===== config.mk =====
export PLATFORM = sky130hd
export DESIGN_NAME = button_conditioner
export DESIGN_NICKNAME = d
export VERILOG_FILES = /design/src/rtl/button_conditioner.sv
export SDC_FILE = /design/constraint.sdc
export NUM_CORES = 1
export LEC_CHECK = 0
export ABC_AREA = 0
export BUFFER_PORTS_ARGS = -buffer_cell sky130_fd_sc_hd__buf_4
export CORE_MARGIN = 4
export CORE_UTILIZATION = 25
export CTS_CLUSTER_DIAMETER = 40
export DETAILED_ROUTE_END_ITERATION = 7
export GPL_TIMING_DRIVEN = 0
export PLACE_DENSITY = 0.4
export SETUP_SLACK_MARGIN = 0.3
export SLEW_MARGIN = 10
export SYNTH_ARGS = -nofsm -noshare
export SYNTH_HDL_FRONTEND = slang
export SYNTH_SLANG_ARGS = --single-unit

===== constraint.sdc =====
create_clock -name clk -period 2.23 [get_ports clk]
set_input_delay 0.1115 -clock clk [delete_from_list [all_inputs] [get_ports clk]]
set_output_delay 0.1115 -clock clk [all_outputs]
set_load 0.005 [all_outputs]

===== src/rtl/button_conditioner.sv =====
// Push-button conditioner: 2-flop synchronizer, debounce FSM, press/release/auto-repeat
// strobes and an 8-bit wrapping press counter. All outputs are registered.
module button_conditioner #(
  parameter int DEBOUNCE_CYCLES = 180000,
  parameter int REPEAT_DELAY    = 18000000,
  parameter int REPEAT_PERIOD   = 3600000
) (
  input  logic       clk,
  input  logic       reset,
  input  logic       btn_n,
  output logic       pressed,
  output logic       press_pulse,
  output logic       release_pulse,
  output logic       repeat_pulse,
  output logic [7:0] press_count
);

  localparam int RPT_MAX = (REPEAT_DELAY > REPEAT_PERIOD) ? REPEAT_DELAY : REPEAT_PERIOD;
  localparam int DB_W    = $clog2(DEBOUNCE_CYCLES) + 1;
  localparam int RP_W    = $clog2(RPT_MAX) + 1;
  localparam bit REPEAT_EN = (REPEAT_DELAY > 0);

  localparam logic [DB_W-1:0] DB_LAST     = DB_W'(DEBOUNCE_CYCLES - 1);
  localparam logic [RP_W-1:0] DELAY_LAST  = REPEAT_EN ? RP_W'(REPEAT_DELAY - 1) : '0;
  localparam logic [RP_W-1:0] PERIOD_LAST = RP_W'(REPEAT_PERIOD - 1);

  typedef enum logic [1:0] {
    RELEASED,
    PRESS_WAIT,
    PRESSED,
    RELEASE_WAIT
  } state_t;

  logic sync1, sync2, btn_s;

  state_t          state, state_nxt;
  logic [DB_W-1:0] db_cnt, db_cnt_nxt;
  logic [RP_W-1:0] rpt_cnt, rpt_cnt_nxt;
  logic            rpt_periodic, rpt_periodic_nxt;
  logic            pressed_nxt, press_pulse_nxt, release_pulse_nxt, repeat_pulse_nxt;
  logic [7:0]      press_count_nxt;

  // Synchronizer resets to the released (pulled-up) level so reset never looks like a press.
  always_ff @(posedge clk) begin
    if (reset) begin
      sync1 <= 1'b1;
      sync2 <= 1'b1;
    end else begin
      sync1 <= btn_n;
      sync2 <= sync1;
    end
  end

  assign btn_s = ~sync2;

  // NOTE: every value written below gets a default first, so no path can infer a latch.
  always_comb begin
    state_nxt         = state;
    db_cnt_nxt        = db_cnt;
    rpt_cnt_nxt       = rpt_cnt;
    rpt_periodic_nxt  = rpt_periodic;
    pressed_nxt       = pressed;
    press_pulse_nxt   = 1'b0;
    release_pulse_nxt = 1'b0;
    repeat_pulse_nxt  = 1'b0;
    press_count_nxt   = press_count;

    case (state)
      RELEASED: begin
        if (btn_s) begin
          state_nxt  = PRESS_WAIT;
          db_cnt_nxt = DB_W'(1);
        end
      end
      PRESS_WAIT: begin
        if (!btn_s) begin
          state_nxt = RELEASED;
        end else if (db_cnt == DB_LAST) begin
          state_nxt        = PRESSED;
          pressed_nxt      = 1'b1;
          press_pulse_nxt  = 1'b1;
          press_count_nxt  = press_count + 8'd1;
          rpt_cnt_nxt      = '0;
          rpt_periodic_nxt = 1'b0;
        end else begin
          db_cnt_nxt = db_cnt + 1'b1;
        end
      end
      PRESSED: begin
        if (!btn_s) begin
          state_nxt  = RELEASE_WAIT;
          db_cnt_nxt = DB_W'(1);
        end else if (REPEAT_EN) begin
          // First interval is the delay, every later one the period.
          if (rpt_cnt == (rpt_periodic ? PERIOD_LAST : DELAY_LAST)) begin
            repeat_pulse_nxt = 1'b1;
            rpt_cnt_nxt      = '0;
            rpt_periodic_nxt = 1'b1;
          end else begin
            rpt_cnt_nxt = rpt_cnt + 1'b1;
          end
        end
      end
      RELEASE_WAIT: begin
        // Repeat counter is left untouched here, so it resumes if the release was a bounce.
        if (btn_s) begin
          state_nxt = PRESSED;
        end else if (db_cnt == DB_LAST) begin
          state_nxt         = RELEASED;
          pressed_nxt       = 1'b0;
          release_pulse_nxt = 1'b1;
        end else begin
          db_cnt_nxt = db_cnt + 1'b1;
        end
      end
      default: state_nxt = RELEASED;
    endcase
  end

  // NOTE: sequential state uses non-blocking assignments so all registers update together.
  always_ff @(posedge clk) begin
    if (reset) begin
      state         <= RELEASED;
      db_cnt        <= '0;
      rpt_cnt       <= '0;
      rpt_periodic  <= 1'b0;
      pressed       <= 1'b0;
      press_pulse   <= 1'b0;
      release_pulse <= 1'b0;
      repeat_pulse  <= 1'b0;
      press_count   <= 8'd0;
    end else begin
      state         <= state_nxt;
      db_cnt        <= db_cnt_nxt;
      rpt_cnt       <= rpt_cnt_nxt;
      rpt_periodic  <= rpt_periodic_nxt;
      pressed       <= pressed_nxt;
      press_pulse   <= press_pulse_nxt;
      release_pulse <= release_pulse_nxt;
      repeat_pulse  <= repeat_pulse_nxt;
      press_count   <= press_count_nxt;
    end
  end

endmodule


==> results of run 1 <==
==> per-layer routing <==
metal / global-route usage (%) / wire (um) / part of all wire [%] / vias to the layer above
met5: 0 / 0 / 0 / -
met2: 24.63 / 5319 / 47 / 113
met1: 20.25 / 5064 / 45 / 1686
met4: 4.775 / 231 / 2.0 / 0
met3: 4.117 / 688 / 6.1 / 20
li1: - / - / - / 1677
==> sequential cells by signal, indices dropped and copies added, names as in the netlist, named ones only <==
signal and flops:
rpt_cnt 26, press_count 8, rpt_periodic 1, db_cnt 19, state 1, press_pulse 1
pressed 1, sync2 1, repeat_pulse 1, release_pulse 1, sync1 1
==> final timing paths <==
kind	from	to	cells after the start
worst max-delay path	rpt_cnt[14]$_SDFFE_PP0P_	rpt_cnt[25]$_SDFFE_PP0P_	6
worst min-delay path	reset	rpt_cnt[9]$_SDFFE_PP0P_	3
worst max register to register	rpt_cnt[14]$_SDFFE_PP0P_	rpt_cnt[25]$_SDFFE_PP0P_	6
worst min register to register	sync1$_SDFF_PP1_	sync2$_SDFF_PP1_	1
==> area by class of cell <==
cell class	count	area, sq um	area share [%]
multi-input cells	311	2255	47.90
flip-flops and latches	62	1266	26.90
repair buffers	52	440.4	9.357
clock buffers	12	256.5	5.449
well taps	172	215.2	4.572
plain buffers	20	176.4	3.748
inverters	14	52.55	1.116
clock inverters	4	45.04	0.9569
==> layout by cell type, fill, tap and decap left out, types with 4 or more instances in the layout <==
| cell type | synthesis | layout |
|---|---|---|
| xnor2_1 | 8 | 8 |
| nor2_1 | 39 | 35 |
| or4_1 | 11 | 9 |
| o31ai_1 | 4 | 4 |
| dfxtp_4 | 0 | 4 |
| xor2_1 | 9 | 8 |
| a21oi_1 | 18 | 17 |
| nor4_4 | 2 | 7 |
| nand3_1 | 29 | 24 |
| nand4_1 | 22 | 22 |
| buf_8 | 0 | 6 |
| a31oi_1 | 17 | 16 |
| clkbuf_16 | 0 | 9 |
| nor4_1 | 12 | 7 |
| or2_2 | 5 | 5 |
| a22o_1 | 4 | 4 |
| o41ai_1 | 5 | 4 |
| o211ai_1 | 9 | 9 |
| buf_4 | 1 | 45 |
| and3_1 | 4 | 4 |
| dfxtp_1 | 62 | 50 |
| nand3_2 | 0 | 5 |
| nor3_1 | 10 | 5 |
| or3_1 | 5 | 5 |
| o21ai_0 | 11 | 9 |
| buf_6 | 1 | 7 |
| dfxtp_2 | 0 | 8 |
| inv_1 | 14 | 14 |
| clkbuf_1 | 15 | 5 |
| nand2_1 | 35 | 32 |
==> power groups by stage <==
stage / Clock (mW) / Sequential [mW] / Combinational, mW
2_1_floorplan: 0 / 1.14 / 0.0392
3_3_place_gp: 0 / 1.14 / 0.0733
3_5_place_dp: 0 / 1.14 / 0.0722
4_1_cts: 1.48 / 1.12 / 0.0793
5_1_grt: 1.53 / 1.12 / 0.0891
6_report: 1.44 / 1.12 / 0.0804
==> through the flow <==
stage / total power [mW] / cell area, sq um / TNS, ps
4_1_cts: 2.682 / 4451 / 0
2_1_floorplan: 1.182 / 3371 / 0
5_1_grt: 2.737 / 4707 / 0
3_5_place_dp: 1.216 / 3691 / -2905
6_report: 2.635 / 4707 / 0
3_3_place_gp: 1.217 / 3691 / -3227
==> worst reg2reg max path, cell delays in order (launching register included) <==
cell       delay, ps
dfxtp_2          330
buf_8            120
or4b_4           540
nor4_4           230
o2111ai_4        240
and2_4           270
a221o_1          320
==> kinds of logic after synthesis <==
| logic type | after synthesis | share of synthesized area (%) |
|---|---|---|
| xor gates and xnor gates | 17 | 4.498 |
| muxes | 1 | 0.3024 |
| buffers and inverters | 34 | 4.270 |
| and+or+nand+nor | 203 | 34.66 |
| DFF | 62 | 37.49 |
| AOI/OAI and AO/OA | 87 | 17.65 |
| adders and majority gates | 3 | 1.134 |
==> timing repair <==
item,4_1_cts,5_1_grt
pin swaps,20,27
hold buffers,1,0
setup endpoints to repair,51,54
setup buffers,21,13
gates cloned,2,1
hold endpoints to repair,1,0
gates resized for setup,64,46
==> impl_results.md, run 1 <==
- Synth cell types: 60
- Hpwl dp: 7263 um
- Clock skew: 5.859 ps
- Min setup slack post-route: 81.84 ps
- Synth top area share: 37.49%
- Gr ovfl total: 0
- Synthesized instance count: 407
- Ys Warns: 0
- First-pass GRT wire length: 17970 um
- Critical-path cell list: buf_8 -> or4b_4 -> nor4_4 -> o2111ai_4 -> and2_4 -> a221o_1
- Detail Route Antenna Nets: 0
- Final core utilization: 36.85%
- Top cells by count, synth: 62 x dfxtp_1, 39 x nor2_1, 35 x nand2_1
- Wirelength per Cell: 17.47 um
- Placed instance count: 593
- Cell Rows: 41
- Setup violations, final: 0
- Drt pass-1 iters: 5
- CP delay by family, top: simple AND/OR/NAND/NOR gates
- Final WL: 11300 um
- CP Capture Type: flop
- Area delta synth->final: 42.18%
- Chip height: 123.1 um
- Final Hold Viols: 0
- Worst Max-Slew Pin Slew: 829.9 ps
- Status: finished clean
- Hold Crit Class: in -> reg
- CP startpoint kind: flop
- Max incr delay on CP: 540 ps
- CP Max Fanout: 8
- CTS Sinks: 62
- Filler Cell Count: 1327
- P_leak: 1.590 nW
- Asr flop ratio synth: 0%
- Post-synthesis net count: 413
- Max Root-Sink Buffers: 2
- Gr usage total: 15.38%
- Pint: 2.056 mW
- Sw Ratio: 21.98%
- Die Wd: 123.1 um
- Non-Filler Instances: 647
- Combinational cell fraction of total power: 3.1%
- Clk_lat worst skew: 340 ps
- WHS: 179.5 ps
- Final layout net count: 476
- Number of port buffers: 14
- Vias in the first global route: 3272
- EDFF count, synth: 0
- FF-to-FF setup slack: 80 ps
- Max Cap Viol: 0
- TritonCTS buffer count: 9
- Sequential share of power: 42.4%
- Biggest area consumer among synthesized cells: dfxtp_1
- Clk pwr share: 54.6%
- Pre-CTS WS: -232.1 ps
- Starting density of the core: 25.92%
- Routed vias: 3496
- P_sw: 0.5791 mW
- Slew Limit Headroom: 44.68%
- Crit share post-route: 96.33%
- Synth top area cells: dfxtp_1 37%, nor2_1 4.4%, nand3_1 4.4%
- Pwr/cell area: 559.8 nW/um^2
- Minimum clock period: 2148 ps
- Residual DRC: 0
- Root Buffer: clkbuf_16
- F_max: 0.4655 GHz
- Die ar.: 15150 sq um
- Diodes inserted: 0
- VDD IR max: 376.8 uV
- Via/cell ratio: 5.403
- Worst Path Arrival: 2370 ps
- Worst-path clk slew: 60 ps
- Worst path buffer plus inverter count: 1
- Top-count cell post-synth: dfxtp_1
- Post-Syn Area: 3311 sq um
- Average size of a mapped cell: 8.134 sq um
- CTS tree: done
- CP Data Required Time: 2450 ps
- RSZ-0062 raised after global routing: yes
- IO Pins: 15
- Largest net degree at the start of global routing: 11
- Placer Congestion: 0.8916
- Yosys reg bits: 62
- Detailed Route Iter0 Violations: 254
- Final Max Slew Viols: 0
- Slowest CP cell: or4b_4
- Core area: 12770 sq um
- Initial antenna violation count: 0
- Worst Path Class, Setup: reg -> reg
- H-tree depth: 3
- Layout cells sized above 1: 31.37%
- Register area share after synthesis: 37.49%
- Post-synth top flop: dfxtp_1
Power figures use the tool's default switching activity.
==> run 2: changes to the inputs <==
CORE_MARGIN = 2   (was 4)
==> run 2 against run 1 <==
  * Clock skew increased by 2.8 ps
  * Count of clock-buffer cells in the layout grew 1
  * Sequential share of layout area up 0.18 points
  * Global-route usage is 0.45 points higher
  * Total power is 4.4% lower
  * First-iteration DRC count shrank 22%
  * Worst hold slack worse by 17 ps
  * Final cell count decreased by 1.1%
  * Largest power group unchanged
==> impl_results.md, run 2 (synthesis gave the netlist of run 1 again) <==
- Commonest non-fill, non-tap cell in the layout: dfxtp_1
- Status: finished clean
- Gr usage total: 15.83%
- Critical-path cell list: or4b_4 -> nor4_4 -> buf_6 -> nand4_4 -> or4b_4 -> a21oi_2
- Max incr delay on CP: 550 ps
- Max Cap Viol: 0
- Max reg flops: 26
- H-tree depth: 3
- Slew Limit Headroom: 47.28%
- Final Hold Viols: 0
- Design area: 4676 sq um
- Hold Crit Class: in -> reg
- Diodes inserted: 0
- Combinational cell fraction of total power: 3.3%
- CP delay by family, top: simple AND/OR/NAND/NOR gates
- Routed vias: 3422
- Final WL: 10700 um
- RSZ-0062 raised after global routing: yes
- CTS tree: done
- Drt pass-1 iters: 4
- Chip height: 119.1 um
- Hold Path Sink: rpt_cnt[9]$_SDFFE_PP0P_
- CTS Sinks: 62
- Layout cells sized above 1: 31.68%
- Biggest register: rpt_cnt
- Most frequent cells in the layout: 46 x dfxtp_1, 35 x buf_4, 35 x nor2_1, 32 x nand2_1, 27 x nand3_1
- P_sw: 0.5679 mW
- Vias in the first global route: 3258
- Worst Path Class, Setup: reg -> reg
- Non-Filler Instances: 640
- Crit share post-route: 93.04%
- Final Max Slew Viols: 0
- Detail Route Antenna Nets: 0
- Worst-path clk slew: 60 ps
- Final layout net count: 465
- Slowest CP cell: or4b_4
- CP Max Fanout: 4
- Setup violations, final: 0
- Clk_lat worst skew: 340 ps
- Hpwl dp: 7236 um
- Worst Max-Slew Pin Slew: 790.8 ps
- Detailed Route Iter0 Violations: 197
- Sw Ratio: 22.55%
- P_leak: 1.555 nW
- Minimum clock period: 2075 ps
- Wirelength per Cell: 16.71 um
- Clk pwr share: 52.2%
- Root Buffer: clkbuf_16
- First-pass GRT wire length: 17510 um
- Cell Rows: 42
- Via/cell ratio: 5.347
- TritonCTS buffer count: 9
- Die Wd: 119.1 um
- CP Capture Type: flop
- Gr ovfl total: 0
- Largest net degree at the start of global routing: 11
- Worst path buffer plus inverter count: 1
- Starting density of the core: 25.30%
- Max Root-Sink Buffers: 2
- Largest regs: rpt_cnt x26, db_cnt x19, press_count x8
- Pwr/cell area: 538.5 nW/um^2
- Die ar.: 14180 sq um
- F_max: 0.4820 GHz
- Number of port buffers: 14
- Pint: 1.950 mW
- VDD IR max: 385.3 uV
- Min setup slack post-route: 155.2 ps
- Placer Congestion: 0.8215
- Area delta synth->final: 41.23%
- CP Data Required Time: 2500 ps
- Worst Hold Path Cells: 3
- Worst hold start: reset
- FF-to-FF path depth: 6
- Worst Path Arrival: 2340 ps
- Sequential share of power: 44.5%
- Reg2reg end: press_count[5]$_SDFFE_PP0P_
- Placed inst area: 3696 sq um
- IO Pins: 15
- Placed instance count: 597
- Residual DRC: 0
- Clock skew: 8.665 ps
- Pre-CTS WS: -267.7 ps
- Worst flop-to-flop path startpoint: db_cnt[6]$_SDFFE_PP0P_
- Initial antenna violation count: 0
- Top cell by count, worst path: or4b_4
- Core area: 13090 sq um
- FF-to-FF setup slack: 160 ps
- Post-route setup TNS: 0 ps
- CP startpoint kind: flop
- Crit. path cell count: 6
-- run 2: cell types whose count changed in the layout (fill, tap and decap cells not counted), sizes merged --
cell | before | now
buf | 62 | 50
clkbuf | 21 | 23
bufinv | 1 | 0
-- run 2: how the worst max path moves through the flow --
| stage | startpoint | to | slack, ps |
|---|---|---|---|
| 3_3_place_gp | db_cnt[0]$_SDFFE_PP0P_ | rpt_cnt[14]$_SDFFE_PP0P_ | -290 |
| 2_1_floorplan | db_cnt[6]$_SDFFE_PP0P_ | db_cnt[5]$_SDFFE_PP0P_ | 250 |
| 3_5_place_dp | db_cnt[0]$_SDFFE_PP0P_ | rpt_cnt[14]$_SDFFE_PP0P_ | -270 |
| 4_1_cts | rpt_cnt[14]$_SDFFE_PP0P_ | rpt_cnt[25]$_SDFFE_PP0P_ | 110 |
| 5_1_grt | db_cnt[6]$_SDFFE_PP0P_ | db_cnt[5]$_SDFFE_PP0P_ | 100 |
| 6_report | db_cnt[6]$_SDFFE_PP0P_ | press_count[5]$_SDFFE_PP0P_ | 160 |
-- run 2: area by class of cell --
class / count / area, sq um
repair buffers: 41 / 341.6
plain buffers: 20 / 165.2
fillers: 1363 / 8409
clock buffers: 13 / 260.3
flip-flops and latches: 62 / 1266
inverters: 14 / 52.55
clock inverters: 3 / 18.77
multi-input cells: 311 / 2351
well taps: 176 / 220.2
-- run 2: stage by stage --
stage                     util [%]  hold slack, ps  power (mW)
after floorplan                  -           215.3       1.182
after global placement       28.25           312.4       1.217
after detailed placement     28.25           313.2       1.216
after CTS                    33.60           150.9       2.572
after global routing         35.73           160.4       2.639
final                        35.73           162.3       2.518
-- run 2: power by group through the flow --
stage / logic [mW] / clock network [mW] / registers [mW]
floorplan: 0.0392 / 0 / 1.14
global placement: 0.0726 / 0 / 1.14
detailed placement: 0.0714 / 0 / 1.14
CTS: 0.0803 / 1.37 / 1.12
global route: 0.0906 / 1.43 / 1.12
finish: 0.0837 / 1.31 / 1.12
-- run 2: worst reg2reg max path, stage by stage (launching register included) --
cell and delay (ps):
dfxtp_2 330, or4b_4 550, nor4_4 230, buf_6 160
nand4_4 110, or4b_4 500, a21oi_2 120
-- run 2: repair_timing --
item	in CTS	in global routing
hold endpoints to repair	1	0
pin swaps	33	19
gates cloned	0	0
endpoints found under the setup margin	54	55
setup buffers	17	9
hold buffers	1	0
resized for setup	68	49
-- run 2: metal layers --
metal	track usage [%]	wire length, um	vias to the layer above
li1	-	-	1661
met1	20.54	5018	1676
met2	24.39	4985	71
met3	4.885	498	14
met4	6.399	193	0
met5	0	0	-
==> run 3: changes to the inputs <==
CELL_PAD_IN_SITES_DETAIL_PLACEMENT = 2   (was unset)
CELL_PAD_IN_SITES_GLOBAL_PLACEMENT = 2   (was unset)
PLACE_DENSITY = 0.58   (was 0.4)
==> run 3 against run 2 <==
  * Clock power grew 9%
  * Worst hold slack lost 3.3 ps
  * Total power is 4.6% higher
  * First-iteration DRC count shrank 50%
  * Highest routed layer unchanged
  * Critical path depth unchanged
==> impl_results.md, run 3 (synthesis gave the netlist of run 1 again) <==
- Core area: 13090 sq um
- CTS Sinks: 62
- Most frequent cells in the layout: 38 x buf_4, 36 x dfxtp_1, 34 x nor2_1, 33 x nand2_1, 25 x nand3_1
- FF-to-FF setup slack: 80 ps
- Hold Crit Class: in -> reg
- Worst-path clk slew: 60 ps
- Minimum clock period: 2147 ps
- Commonest non-fill, non-tap cell in the layout: buf_4
- Diodes inserted: 0
- Layout cells sized above 1: 36.58%
- Max Cap Viol: 0
- Reg2reg end: db_cnt[5]$_SDFFE_PP0P_
- Number of port buffers: 14
- Post-route setup TNS: 0 ps
- P_sw: 0.6241 mW
- Placed instance count: 597
- IO Pins: 15
- Critical-path cell list: or4b_4 -> or4_4 -> buf_8 -> o211ai_1 -> xor2_1 -> nor2_1
- Crit share post-route: 96.29%
- CTS tree: done
- Max Root-Sink Buffers: 2
- FF-to-FF path depth: 6
- Slowest CP cell: or4b_4
- Final layout net count: 474
- RSZ-0062 raised after global routing: yes
- Chip height: 119.1 um
- CP Data Required Time: 2450 ps
- Hpwl dp: 8794 um
- Largest regs: rpt_cnt x26, db_cnt x19, press_count x8
- Detailed Route Iter0 Violations: 98
- Residual DRC: 0
- Worst hold start: reset
- Worst Path Class, Setup: reg -> reg
- Gr usage total: 19.12%
- Clk_lat worst skew: 350 ps
- Filler Cell Count: 1424
- Worst Max-Slew Pin Slew: 798.4 ps
- Initial antenna violation count: 0
- P_leak: 1.600 nW
- Biggest register: rpt_cnt
- Vias in the first global route: 3728
- Max incr delay on CP: 560 ps
- Gr ovfl total: 0
- Placer Congestion: 0.7887
- Pwr/cell area: 539.7 nW/um^2
- Detail Route Antenna Nets: 0
- Top routing layer used: met4
- Worst flop-to-flop path startpoint: db_cnt[7]$_SDFFE_PP0P_
- First-pass GRT wire length: 20860 um
- H-tree depth: 3
- Worst Path Arrival: 2360 ps
- Pint: 2.009 mW
- Met2 WL: 6954 um
- Combinational cell fraction of total power: 3.4%
- Worst Hold Path Cells: 3
- Drt pass-1 iters: 4
- Hold Path Sink: rpt_cnt[9]$_SDFFE_PP0P_
- TritonCTS buffer count: 9
- Clk pwr share: 54.2%
- Final WL: 13660 um
- Max reg flops: 26
- Cell Rows: 42
- Slew Limit Headroom: 46.78%
- Die Wd: 119.1 um
- Starting density of the core: 25.30%
- Met3 wire length: 246 um
- Tot Pwr: 2.633 mW
- Design area: 4878 sq um
- WL met1: 6114 um
- Sw Ratio: 23.70%
- Root Buffer: clkbuf_16
- Via/cell ratio: 5.407
- Largest net degree at the start of global routing: 12
- CP Max Fanout: 7
- CP Capture Type: flop
- Wirelength per Cell: 21.05 um
- Routed vias: 3509
- F_max: 0.4657 GHz
- VDD IR max: 319.7 uV
- CP startpoint kind: flop
- Setup violations, final: 0
- Die ar.: 14180 sq um
- Non-Filler Instances: 649
- Area delta synth->final: 47.35%
- Clock skew: 7.061 ps
- Final Hold Viols: 0
- Placed inst area: 3696 sq um
- Status: finished clean
- Sequential share of power: 42.4%
- Final Max Slew Viols: 0
run 3: changes by cell type in the layout (fill, tap and decap cells not counted), moves of 2 or more:
cell        before  now
nand3_1         27   25
clkbuf_8         4    0
clkinvlp_4       0    2
dfxtp_2         14   23
nor2_4           2    4
a31oi_1         14   11
dfxtp_1         46   36
buf_4           35   38
buf_6            8   15
o21ai_1          2    4
o21ai_0          9    7
a31oi_4          2    5
run 3: metrics by stage:
step                hold WS, ps  setup slack [ps]  util (%)
finish                    159.1             82.80     37.28
detailed placement        302.6            -396.0     28.25
global route              170.0            -27.31     37.28
CTS                       151.5             64.68     34.10
global placement          301.6            -440.3     28.25
floorplan                 215.3             250.8         -
run 3: power by group through the flow:
stage	Sequential, mW	Clock [mW]	Combinational, mW
2_1_floorplan	1.14	0	0.0392
3_3_place_gp	1.14	0	0.0708
3_5_place_dp	1.14	0	0.0726
4_1_cts	1.12	1.47	0.0838
5_1_grt	1.12	1.51	0.100
6_report	1.12	1.43	0.0903
run 3: worst max-delay path, delay by kind of cell, from the launching register on:
| kind | cells | cell delay (ps) |
|---|---|---|
| simple gates | 3 | 1060 |
| buf+inv | 1 | 160 |
| xor+xnor | 1 | 170 |
| flops | 1 | 330 |
| compound gates | 1 | 300 |
run 3: routing by layer:
| layer | vias up | global-route usage (%) |
|---|---|---|
| met2 | 34 | 32.58 |
| met4 | 0 | 8.631 |
| met3 | 21 | 3.400 |
| met1 | 1783 | 23.44 |
| li1 | 1671 | - |
| met5 | - | 0 |
run 3: worst max path at each step:
stage | start | endpoint | slack (ps)
3_3_place_gp | db_cnt[0]$_SDFFE_PP0P_ | rpt_cnt[14]$_SDFFE_PP0P_ | -440
6_report | db_cnt[7]$_SDFFE_PP0P_ | db_cnt[5]$_SDFFE_PP0P_ | 80
3_5_place_dp | db_cnt[0]$_SDFFE_PP0P_ | rpt_cnt[14]$_SDFFE_PP0P_ | -400
4_1_cts | db_cnt[7]$_SDFFE_PP0P_ | press_count[3]$_SDFFE_PP0P_ | 60
5_1_grt | db_cnt[7]$_SDFFE_PP0P_ | pressed$_SDFFE_PP0P_ | -30
2_1_floorplan | db_cnt[6]$_SDFFE_PP0P_ | db_cnt[5]$_SDFFE_PP0P_ | 250
run 3: final cells by class:
class,count,area [sq um],area share [%]
clock inverter,5,58.81,1.205
timing repair buffer,50,445.4,9.131
inverter,14,52.55,1.077
buffer,20,172.7,3.539
tap,176,220.2,4.514
multi-input combinational,311,2415,49.50
sequential,62,1281,26.26
clock buffer,11,232.7,4.770
run 3: what timing repair did:
| item | 4_1_cts | 5_1_grt |
|---|---|---|
| gates cloned | 1 | 1 |
| hold buffers | 1 | 0 |
| endpoints found under the setup margin | 58 | 55 |
| setup buffers | 21 | 12 |
| resized for setup | 72 | 80 |
| hold endpoints to repair | 1 | 0 |
| pin swaps | 36 | 30 |
